[src/rtl/led_brightness_sequencer.sv]
// Pattern source for the 8-LED PWM stage: debounced mode/speed buttons, a shared
// animation phase, and a registered 64-bit bus of per-lane duty values.
module led_brightness_sequencer #(
  parameter int TICK_DIV        = 2097152,
  parameter int DEBOUNCE_CYCLES = 65536
) (
  input  logic        sys_clk,
  input  logic        reset,
  input  logic        enable,
  input  logic        btn_mode,
  input  logic        btn_speed,
  output logic [63:0] duty_out,
  output logic        duty_update,
  output logic [1:0]  mode
);

  localparam logic [1:0] MODE_BREATHE = 2'd0;
  localparam logic [1:0] MODE_PHASED  = 2'd1;
  localparam logic [1:0] MODE_CHASE   = 2'd2;
  localparam logic [1:0] MODE_STATIC  = 2'd3;

  localparam int              TW         = $clog2(TICK_DIV);
  localparam int              DW         = (DEBOUNCE_CYCLES > 2) ? $clog2(DEBOUNCE_CYCLES) : 1;
  localparam logic [TW:0]     TICK_DIV_W = (TW+1)'(TICK_DIV);
  localparam logic [DW-1:0]   DB_LAST    = DW'(DEBOUNCE_CYCLES - 1);

  logic [1:0]    btn_raw;
  logic [1:0]    sync1;
  logic [1:0]    sync2;
  logic [1:0]    accepted;
  logic [1:0]    press;
  logic [DW-1:0] db_cnt [2];

  logic          mode_press;
  logic          speed_press;
  logic [1:0]    speed;
  logic [TW-1:0] tick_cnt;
  logic [TW-1:0] tick_last;
  logic          tick;
  logic [8:0]    phase;
  logic          changed_q;
  logic          enable_q;
  logic          load;
  logic [63:0]   lanes;

  // Peak (255) and zero are each held for two phase steps.
  function automatic logic [7:0] tri_wave(input logic [8:0] p);
    return p[8] ? ~p[7:0] : p[7:0];
  endfunction

  assign btn_raw = {btn_speed, btn_mode};

  always_ff @(posedge sys_clk or posedge reset) begin
    if (reset) begin
      sync1 <= '0;
      sync2 <= '0;
    end else begin
      sync1 <= btn_raw;
      sync2 <= sync1;
    end
  end

  // Index 0 debounces the mode button, index 1 the speed button.
  always_ff @(posedge sys_clk or posedge reset) begin
    if (reset) begin
      accepted <= '0;
      for (int b = 0; b < 2; b++) db_cnt[b] <= '0;
    end else begin
      for (int b = 0; b < 2; b++) begin
        if (sync2[b] == accepted[b]) begin
          db_cnt[b] <= '0;
        end else if (db_cnt[b] == DB_LAST) begin
          accepted[b] <= sync2[b];
          db_cnt[b]   <= '0;
        end else begin
          db_cnt[b] <= db_cnt[b] + DW'(1);
        end
      end
    end
  end

  always_comb begin
    press = '0;
    for (int b = 0; b < 2; b++)
      press[b] = sync2[b] && !accepted[b] && (db_cnt[b] == DB_LAST);
  end

  assign mode_press  = press[0];
  assign speed_press = press[1];

  assign tick_last = TW'((TICK_DIV_W >> speed) - (TW+1)'(1));
  assign tick      = enable && (tick_cnt == tick_last);

  always_ff @(posedge sys_clk or posedge reset) begin
    if (reset) begin
      speed    <= '0;
      tick_cnt <= '0;
    end else begin
      if (speed_press) speed <= speed + 2'd1;
      if (speed_press || !enable || tick) tick_cnt <= '0;
      else                                tick_cnt <= tick_cnt + TW'(1);
    end
  end

  // A mode press restarts the animation and overrides a coincident tick.
  always_ff @(posedge sys_clk or posedge reset) begin
    if (reset) begin
      mode  <= MODE_BREATHE;
      phase <= '0;
    end else if (mode_press) begin
      mode  <= mode + 2'd1;
      phase <= '0;
    end else if (tick) begin
      phase <= phase + 9'd1;
    end
  end

  always_comb begin
    lanes = '0;
    for (int i = 0; i < 8; i++) begin
      case (mode)
        MODE_BREATHE: lanes[8*i +: 8] = tri_wave(phase);
        MODE_PHASED:  lanes[8*i +: 8] = tri_wave(phase + 9'(64 * i));
        MODE_CHASE:   lanes[8*i +: 8] = (phase[8:6] == 3'(i)) ? 8'd255 : 8'd0;
        MODE_STATIC:  lanes[8*i +: 8] = 8'd128;
        default:      lanes[8*i +: 8] = 8'd0;
      endcase
    end
  end

  assign load = changed_q || (enable != enable_q);

  always_ff @(posedge sys_clk or posedge reset) begin
    if (reset) begin
      changed_q   <= 1'b0;
      enable_q    <= 1'b0;
      duty_out    <= '0;
      duty_update <= 1'b0;
    end else begin
      changed_q   <= mode_press || tick;
      enable_q    <= enable;
      duty_update <= load;
      if (load) duty_out <= enable ? lanes : 64'd0;
    end
  end

endmodule
[config.mk]
export PLATFORM = sky130hd
export DESIGN_NAME = led_brightness_sequencer
export DESIGN_NICKNAME = d
export VERILOG_FILES = /design/src/rtl/led_brightness_sequencer.sv
export SDC_FILE = /design/constraint.sdc
export NUM_CORES = 1
export LEC_CHECK = 0
export ABC_AREA = 1
export BUFFER_PORTS_ARGS = -buffer_cell sky130_fd_sc_hd__buf_2
export CAP_MARGIN = 20
export CORE_MARGIN = 1.5
export CORE_UTILIZATION = 47
export DETAILED_ROUTE_END_ITERATION = 12
export HOLD_SLACK_MARGIN = 0.15
export PLACE_DENSITY = 0.73
export SETUP_SLACK_MARGIN = 0.05
export SKIP_CTS_REPAIR_TIMING = 1
export SYNTH_ARGS = -nofsm -noshare
export SYNTH_HDL_FRONTEND = slang
export SYNTH_SLANG_ARGS = --single-unit
[constraint.sdc]
create_clock -name sys_clk -period 12.9 [get_ports sys_clk]
set_clock_uncertainty 0.15 [all_clocks]
set_input_delay 0.645 -clock sys_clk [delete_from_list [all_inputs] [get_ports sys_clk]]
set_output_delay 0.645 -clock sys_clk [all_outputs]
set_load 0.1 [all_outputs]
==> summary.txt, run 1 <==
Worst setup path
  – CP max FO: 66
  – Worst R2R End: duty_out[52]
  – Reg2reg start: enable_q
  – Setup Crit Path Kind: input port to register
  – Worst Path Arrival: 2860 ps
  – CP peak stage delay: around 690 ps
  – CP required: roughly 13000 ps
  – Critical-path top delay cell: nor2_1
  – Startpoint Class: input port
  – Reg2Reg Depth: 10
  – FF-to-FF setup slack: about 10000 ps
  – Cells along the critical path: buf_2 -> inv_1 -> nand2_1 -> nand2_1 -> nor2_4 -> buf_4 -> nor2_1 -> nand2_1 -> inv_1 -> o21ai_0 -> nand2_1
  – CP endpoint kind: register
  – Crit path buf inv count: 4
  – Family with the most delay on the worst path: simple AND/OR/NAND/NOR gates
  – Critical Path Most Common Cell: nand2_1

Yosys
  – Syn nets: between 900 and 1000
  – Fraction of registers with async set/reset: 100.0%
  – Post-synthesis cell type count: 38
  – Mapped cell area: about 7500 µm²
  – Number of flops mapped to enable cells by yosys: 0
  – Synth Flop Type: dfrtp_1
  – Seq cells post-synth: between 100 and 150
  – Sequential share of the synthesized area: 46.40%
  – Syn Area/Cell: slightly below 8 µm²
  – YS warnings: 0
  – Mapped Cells: 952

GRT
  – GRT Total Usage: between 20% and 30%
  – Global-route wire length before repair: 29270 µm
  – Pin count of the biggest net entering global routing: 82
  – Vias in the first global route: around 6000
  – Initial antenna violation count: 0
  – GRT overflow: 0

Floorplanning
  – Die Wd: about 130 µm
  – Core Box Area: around 15000 µm²
  – Initial Util: 48.77%
  – Die height: 129.3 µm
  – # IOs: 72
  – FP Rows: between 40 and 50
  – Die ar.: approximately 17000 µm²

Timing
  – Least-Margin Pin Slew: ~860 ps
  – F_max: approximately 0.38 GHz
  – Final Hold Vio Count: 0
  – Slew headroom: between 40% and 50%
  – Final setup fails: 0
  – Unrepaired setup endpoints after global routing: false
  – Slew Limit Fails: 0
  – Setup_tns: 0 ps
  – Fin crit period: 2658 ps
  – Part of the cycle the worst path needs: 20.60%
  – WHS: around 170 ps

Clock tree
  – Root Buffer: clkbuf_16
  – CTS tree: yes
  – Later-pin clock latency in the skew report: about 430 ps
  – CTS H-tree lvls: 4
  – Number of clock sinks: 139
  – Clk buf depth: 2
  – Clock Pin Slew Worst Setup and Hold Paths: ~60 ps
  – Total CTS buffers: 17

Final layout
  – # nets final: roughly 1000
  – Layout cell share with drive strength beyond 1: ~15%
  – Layout Cell Area excl Fill: between 8000 and 9000 µm²
  – # diodes: 0
  – Area Growth Syn to Fin: 13.89%
  – Utilization after layout: roughly 56%
  – Final Non-Filler Cells: around 1200

Place
  – Placed inst area: 7936 µm²
  – Port bufs: around 70
  – Placed Cells incl. Taps: ~1200
  – Final Wtd Congestion: roughly 0.86
  – Detail Placement HPWL: about 12000 µm

Routing
  – Initial DRC count: about 480
  – DRT Wirelength: roughly 18000 µm
  – First-pass DRT Iterations: 6
  – WL/cell: 14.23 µm
  – # DRC: 0
  – DR vias: about 6400
  – Vias/cell: around 5
  – Final ANT Viol Nets: 0

Power and ir drop
  – Leakage power: ~4.3 nW
  – Power per Cell Area: between 100 and 150 nW/µm²
  – VDD IR-drop max: about 0.092 mV

Run
  – Max_cap viols: 0

Worst hold path
  – Hold Crit Start: btn_speed
  – Hold path depth: 1
  – Hold endpoint: sync1[1]
  – Hold Path Class: input port to register

Run status
  – Outcome: finished clean
layout by cell type (no fill, tap or decap), types with 5 or more instances in the layout:
| cell type | synthesis | final |
|---|---|---|
| xnor2_1 | 16 | 16 |
| a21oi_1 | 30 | 30 |
| clkinv_2 | 0 | 5 |
| inv_2 | 5 | 5 |
| inv_1 | 74 | 73 |
| dfrtp_1 | 139 | 139 |
| ha_1 | 19 | 19 |
| nand4_1 | 24 | 24 |
| o21ai_0 | 61 | 61 |
| o21ai_1 | 9 | 9 |
| nor2_1 | 93 | 92 |
| buf_2 | 17 | 71 |
| clkbuf_16 | 0 | 18 |
| nand2_1 | 308 | 308 |
| nor3_1 | 10 | 10 |
| xor2_1 | 33 | 33 |
| nand3_1 | 45 | 45 |
| nor2_2 | 25 | 25 |
metal layers:
layer  part of all wire (%)  global-route usage (%)
met5                      0                       0
met4                    1.5                   7.138
met3                    5.5                   4.955
met2                     47                   35.39
met1                     46                   30.67
report_power, final:
part / switching (mW) / total [mW] / internal [mW]
combinational: 0.0229 / 0.0278 / 0.00494
clock: 0.192 / 0.475 / 0.283
sequential: 0.00224 / 0.442 / 0.439
through the flow:
stage | power [mW] | setup WS [ps]
after global placement | 0.4779 | 9905
final | 0.9446 | 10240
after global routing | 0.9773 | 10060
after CTS | 0.9544 | 9877
after floorplan | 0.4728 | 8380
after detailed placement | 0.4782 | 9846
cell type report:
type                       instances  area (µm²)
tap                              211       264.0
timing repair buffer              74       395.4
clock buffer                      17       425.4
fill                            1386        6834
clock inverter                    15       150.1
multi-input combinational        701        3522
inverter                          79       301.5
sequential                       139        3478
logic make-up after synthesis:
family,Yosys count,share of synthesized area [%]
AOI/OAI and AO/OA,105,7.177
xor gates and xnor gates,52,6.376
adders and majority gates,19,3.171
buffers and inverters,112,6.710
DFF,139,46.40
and+or+nand+nor,525,30.16
worst register-to-register path: cells and delay by family (launching register included):
kind,cells,cell delay (ps)
buffers and inverters,3,590
AO/OA/AOI/OAI,1,110
AND/OR/NAND/NOR,6,1230
flip-flops,1,370
worst max-delay path by stage:
stage            start            to  slack (ps)  cells past startpoint
5_1_grt         enable  duty_out[52]       10060                     11
4_1_cts        mode[1]  duty_out[23]        9880                      6
2_1_floorplan    reset   accepted[0]        8380                      1
3_5_place_dp    enable  duty_out[52]        9850                     11
6_report        enable  duty_out[52]       10240                     11
3_3_place_gp    enable  duty_out[52]        9910                     11
cells in the mapped netlist, types with 2 or more instances:
library cell  number  area [µm²]
xor2_1            33       289.0
buf_2             17       85.08
nor3_1            10       50.05
nand4_1           24       150.1
inv_2              5       18.77
xnor2_1           16       140.1
o21ai_0           61       305.3
dfrtp_1          139        3478
nor2_4             3       33.78
a31oi_1            2       12.51
nand2_4            2       22.52
nor3b_1            2       15.01
nand2_1          308        1156
buf_12             2       40.04
nor2_2            25       156.4
nand3b_1           2       15.01
inv_1             74       277.8
nor2_1            93       349.1
nand3_1           45       225.2
ha_1              19       237.7
clkbuf_1           8       30.03
o21ai_1            9       45.04
and3_1             3       18.77
buf_1              2       7.510
xnor2_2            3       48.80
buf_6              2       22.52
a21oi_1           30       150.1
nand2_2            3       18.77
state kept, by name, indices dropped and copies added, names as in the netlist:
name	flops
accepted	2
changed_q	1
db_cnt	32
duty_out	64
duty_update	1
enable_q	1
mode	2
phase	9
speed	2
sync1	2
sync2	2
tick_cnt	21
Power figures use the tool's default switching activity.
==> run 2, diff against run 1 <==
==> constraint.sdc (replaced) <==
create_clock -name sys_clk -period 2.6 [get_ports sys_clk]
set_clock_uncertainty 0.15 [all_clocks]
set_input_delay 0.13 -clock sys_clk [delete_from_list [all_inputs] [get_ports sys_clk]]
set_output_delay 0.13 -clock sys_clk [all_outputs]
set_load 0.1 [all_outputs]
==> summary.txt, run 2 (synthesis results as in run 1) <==
GRT
  – GRT Total Usage: a little over a fifth
  – Initial antenna violation count: 0
  – Pin count of the biggest net entering global routing: 140
  – Vias in the first global route: slightly below 6000
  – GRT overflow: 0
  – Global-route wire length before repair: between 20000 and 30000 µm

Floorplanning
  – FP Rows: between 40 and 50
  – Die height: 129.3 µm
  – Die ar.: 16720 µm²
  – Core Box Area: roughly 15000 µm²
  – Die Wd: roughly 130 µm
  – # IOs: 72
  – Initial Util: 48.77%

Clock tree
  – CTS tree: yes
  – Total CTS buffers: 17
  – Number of clock sinks: ~140
  – Root Buffer: clkbuf_16
  – CTS H-tree lvls: 4
  – Later-pin clock latency in the skew report: ~420 ps
  – Clock Pin Slew Worst Setup and Hold Paths: about 60 ps
  – Clk buf depth: 2

Final layout
  – # diodes: 0
  – Commonest non-fill, non-tap cell in the layout: nand2_1
  – Most frequent cells in the layout: 308 x nand2_1, 139 x dfrtp_1, 92 x nor2_1
  – Layout cell share with drive strength beyond 1: 15.27%
  – Layout Cell Area excl Fill: between 8000 and 9000 µm²
  – # nets final: between 1000 and 1500
  – Area Growth Syn to Fin: 14.54%
  – Largest regs: duty_out x64, db_cnt x32, tick_cnt x21
  – Fillers: roughly 1400
  – Largest register FFs: 64
  – Largest register by flop count: duty_out

Worst setup path
  – CP max FO: 9
  – Worst Path Arrival: approximately 2400 ps
  – Reg2reg start: phase[6]
  – CP required: around 2800 ps
  – Worst R2R End: duty_out[63]
  – FF-to-FF setup slack: ~370 ps
  – CP endpoint kind: register
  – Reg2Reg Depth: 9
  – Setup Crit Path Kind: register to register
  – Startpoint Class: register

Timing
  – Least-Margin Pin Slew: roughly 740 ps
  – Final setup fails: 0
  – WHS: between 150 and 200 ps
  – Fin crit period: between 2000 and 2500 ps
  – Slew Limit Fails: 0
  – Setup_tns: 0 ps
  – Slew headroom: about half
  – F_max: 0.4490 GHz
  – Part of the cycle the worst path needs: between 80% and 90%
  – Unrepaired setup endpoints after global routing: false
  – Final Hold Vio Count: 0

Routing
  – Initial DRC count: around 520
  – WL/cell: 13.64 µm
  – DR vias: between 6000 and 7000
  – First-pass DRT Iterations: 6
  – Vias/cell: slightly above 5
  – # DRC: 0
  – Final ANT Viol Nets: 0
  – DRT Wirelength: 16990 µm

Run status
  – Outcome: finished clean

Place
  – Final Wtd Congestion: roughly 0.87
  – Placed inst area: around 8000 µm²
  – Port bufs: between 70 and 80
  – Detail Placement HPWL: ~12000 µm

Worst hold path
  – Hold Crit Start: sync1[1]
  – Hold path depth: 0
  – Hold Path Class: register to register
  – Hold endpoint: sync2[1]

Run
  – Max_cap viols: 0

Power and ir drop
  – VDD IR-drop max: between 0.4 and 0.5 mV
  – Power per Cell Area: between 500 and 600 nW/µm²
  – Leakage power: about 4.4 nW
## run 2: cell count changes in the layout (fill, tap and decap cells not counted), sizes merged
cell / before / now
inv: 80 / 78
bufinv: 2 / 1
buf: 73 / 80
clkinv: 8 / 7
clkinvlp: 4 / 6
clkbuf: 18 / 19
dlygate4sd3: 0 / 4
## run 2: how the worst max path moves through the flow
| stage | startpoint | to | slack (ps) | depth (start not counted) |
|---|---|---|---|---|
| floorplan | mode[0] | duty_out[27] | 210 | 7 |
| global placement | phase[6] | duty_out[63] | 500 | 9 |
| detailed placement | mode[0] | duty_out[10] | 410 | 6 |
| CTS | phase[6] | duty_out[63] | 400 | 9 |
| global route | mode[0] | duty_out[13] | 140 | 6 |
| finish | phase[6] | duty_out[63] | 370 | 9 |
## run 2: stage by stage
stage               power (mW)  worst slack (ps)  instances  util (%)
floorplan                2.346             211.3        952         -
global placement         2.375             499.5       1210     52.05
detailed placement       2.377             412.4       1210     52.05
CTS                      4.625             396.5       1242     55.60
global route             4.744             142.9       1246     55.86
finish                   4.578             372.9       1246     55.86
## run 2: worst max-delay path, stage by stage (launching register included)
cell and delay (ps):
dfrtp_1 500, inv_1 250, ha_1 360, inv_1 180, nand2_1 100, nand2_1 90
xnor2_1 190, nor2_1 60, o21ai_0 170, nand2_1 60
## run 2: cell type report
type | count | area, µm² | share of cell area [%]
Multi-Input combinational cell | 701 | 3522 | 41.02
Sequential cell | 139 | 3478 | 40.51
Inverter | 79 | 300.3 | 3.498
Clock buffer | 19 | 442.9 | 5.159
Timing Repair Buffer | 84 | 475.5 | 5.538
Tap cell | 211 | 264.0 | 3.075
Clock inverter | 13 | 102.6 | 1.195
## run 2: power breakdown
part           switching, mW  internal, mW
registers             0.0105          2.18
logic                  0.115        0.0316
clock network          0.917          1.32
## run 2: per-layer routing
| layer | wire length [µm] | part of all wire (%) | global-route usage (%) | vias up |
|---|---|---|---|---|
| li1 | - | - | - | 3163 |
| met4 | 354 | 2.1 | 9.187 | 0 |
| met2 | 7937 | 47 | 34.04 | 182 |
| met1 | 7827 | 46 | 29.81 | 3017 |
| met5 | 0 | 0 | 0 | - |
| met3 | 872 | 5.1 | 4.294 | 25 |
==> run 3, diff against run 2 <==
--- a/config.mk
+++ b/config.mk
@@ -8,13 +8,14 @@
 export ABC_AREA = 1
 export BUFFER_PORTS_ARGS = -buffer_cell sky130_fd_sc_hd__buf_2
 export CAP_MARGIN = 20
+export CORE_ASPECT_RATIO = 0.8
 export CORE_MARGIN = 1.5
 export CORE_UTILIZATION = 47
 export DETAILED_ROUTE_END_ITERATION = 12
 export HOLD_SLACK_MARGIN = 0.15
 export PLACE_DENSITY = 0.73
+export RECOVER_POWER = 100
 export SETUP_SLACK_MARGIN = 0.05
-export SKIP_CTS_REPAIR_TIMING = 1
 export SYNTH_ARGS = -nofsm -noshare
 export SYNTH_HDL_FRONTEND = slang
 export SYNTH_SLANG_ARGS = --single-unit
==> summary.txt, run 3 (synthesis results as in run 1) <==
Worst setup path
  – FF-to-FF setup slack: 280 ps
  – CP max FO: 65
  – Startpoint Class: input port
  – Worst Path Arrival: 2490 ps
  – Setup Crit Path Kind: input port to register
  – Worst R2R End: duty_out[63]
  – CP required: 2760 ps
  – CP Launch Point: enable
  – Reg2Reg Depth: 9
  – CP endpoint kind: register
  – Reg2reg start: phase[6]
  – Crit path to: duty_out[38]

Final layout
  – # diodes: 0
  – # nets final: 1049
  – Largest regs: duty_out x64, db_cnt x32, tick_cnt x21
  – Area Growth Syn to Fin: 13.57%
  – Multi-input logic area: 3477 µm²
  – Most frequent cells in the layout: 308 x nand2_1, 139 x dfrtp_1, 108 x nor2_1
  – Register area: 3478 µm²
  – Commonest non-fill, non-tap cell in the layout: nand2_1
  – Largest register FFs: 64
  – Fillers: ~1500
  – Layout Cell Area excl Fill: 8513 µm²
  – Utilization after layout: 54.23%
  – Largest register by flop count: duty_out
  – Final Non-Filler Cells: roughly 1300
  – Layout cell share with drive strength beyond 1: under 10%

Floorplanning
  – FP Rows: between 40 and 50
  – Initial Util: 47.75%
  – Core Box Area: 15700 µm²
  – Die height: ~120 µm
  – Die Wd: ~140 µm
  – # IOs: a little over 70
  – Die ar.: between 15000 and 20000 µm²

Routing
  – DRT Wirelength: between 15000 and 20000 µm
  – Final ANT Viol Nets: 0
  – WL/cell: roughly 14 µm
  – Initial DRC count: 578
  – DR vias: approximately 6400
  – First-pass DRT Iterations: 5
  – Vias/cell: between 5 and 6
  – # DRC: 0

Clock tree
  – Total CTS buffers: 17
  – CTS H-tree lvls: 4
  – Clk buf depth: 2
  – Clock Pin Slew Worst Setup and Hold Paths: 60 ps
  – Root Buffer: clkbuf_16
  – Later-pin clock latency in the skew report: 420 ps
  – CTS tree: yes
  – Number of clock sinks: 139

Timing
  – Slew Limit Fails: 0
  – Unrepaired setup endpoints after global routing: false
  – F_max: roughly 0.43 GHz
  – Final Hold Vio Count: 0
  – Worst Setup Slack, final: about 280 ps
  – Least-Margin Pin Slew: ~1200 ps
  – Fin crit period: roughly 2300 ps
  – WHS: slightly below 200 ps
  – Part of the cycle the worst path needs: about nine tenths
  – Setup_tns: 0 ps
  – Final setup fails: 0
  – Slew headroom: 18.50%

Run status
  – Outcome: finished clean

GRT
  – GRT Total Usage: a little under a quarter
  – Initial antenna violation count: 0
  – Global-route wire length before repair: 29450 µm
  – Vias in the first global route: roughly 6000
  – GRT overflow: 0
  – Pin count of the biggest net entering global routing: 75

Worst hold path
  – Hold Path Class: input port to register

Power and ir drop
  – Internal Pwr Total: around 3.8 mW
  – Power per Cell Area: approximately 560 nW/µm²
  – Clock power frac: 51.3%
  – Power, Total: roughly 4.8 mW
  – Net Sw Frac: between 20% and 30%
  – VDD IR-drop max: approximately 0.46 mV
  – NetSw: 1.033 mW
  – Leakage power: just over 4 nW
  – Share of power burned in registers: between 40% and 50%
  – Logic gate share of total power: 3.0%

Run
  – Max_cap viols: 0

Place
  – Detail Placement HPWL: between 10000 and 15000 µm
  – Final Wtd Congestion: a little over 0.9
  – Placed Cells incl. Taps: 1217
  – Port bufs: between 70 and 80
  – Worst slack, placed: about 300 ps
  – Placed inst area: roughly 8000 µm²
[run 3: cell count changes in the layout (fill, tap and decap cells not counted), sizes merged]
cell | before | now
buf | 80 | 11
bufinv | 1 | 3
clkbuf | 19 | 96
clkinv | 7 | 2
clkinvlp | 6 | 3
[run 3: worst min-delay path by stage]
stage / startpoint / endpoint / slack, ps / cells after the start
final: btn_speed / sync1[1] / 200 / 2
after global routing: btn_mode / sync1[0] / 190 / 2
after CTS: reset / duty_out[23] / 160 / 3
after detailed placement: reset / duty_out[23] / 70 / 2
after global placement: reset / duty_out[23] / 70 / 2
after floorplan: enable / enable_q / 10 / 0
[run 3: area by class of cell]
| type | count | area share, % |
|---|---|---|
| Clock buffer | 24 | 5.541 |
| Sequential cell | 139 | 40.86 |
| Tap cell | 215 | 3.160 |
| Multi-Input combinational cell | 701 | 40.84 |
| Clock inverter | 7 | 1.352 |
| Inverter | 79 | 3.498 |
| Timing Repair Buffer | 87 | 4.747 |
[run 3: repair_timing]
action	CTS	global route
hold buffers	4	0
resized for setup	0	1
setup buffers	0	0
setup endpoints to repair	0	8
endpoints found under the hold margin	152	0
[run 3: power groups by stage]
| stage | Clock, mW | Combinational (mW) | Sequential (mW) |
|---|---|---|---|
| floorplan | 0 | 0.109 | 2.24 |
| global placement | 0 | 0.148 | 2.23 |
| detailed placement | 0 | 0.149 | 2.23 |
| CTS | 2.49 | 0.155 | 2.19 |
| global route | 2.59 | 0.166 | 2.19 |
| finish | 2.46 | 0.144 | 2.19 |
[run 3: per-layer routing]
| metal | GRT usage, % | wire (µm) | vias up |
|---|---|---|---|
| li1 | - | - | 3183 |
| met1 | 34.11 | 8747 | 2973 |
| met2 | 32.70 | 7648 | 202 |
| met3 | 4.256 | 1242 | 22 |
| met4 | 7.744 | 243 | 0 |
| met5 | 0 | 0 | - |
[run 3: worst max-delay path, cell delays in order]
cell           delay, ps
dlygate4sd3_1        530
clkbuf_1             470
inv_1                190
nand2_1               90
nand2_1               80
nor2_4               100
buf_4                520
nand2_1              180
o21ai_0              170
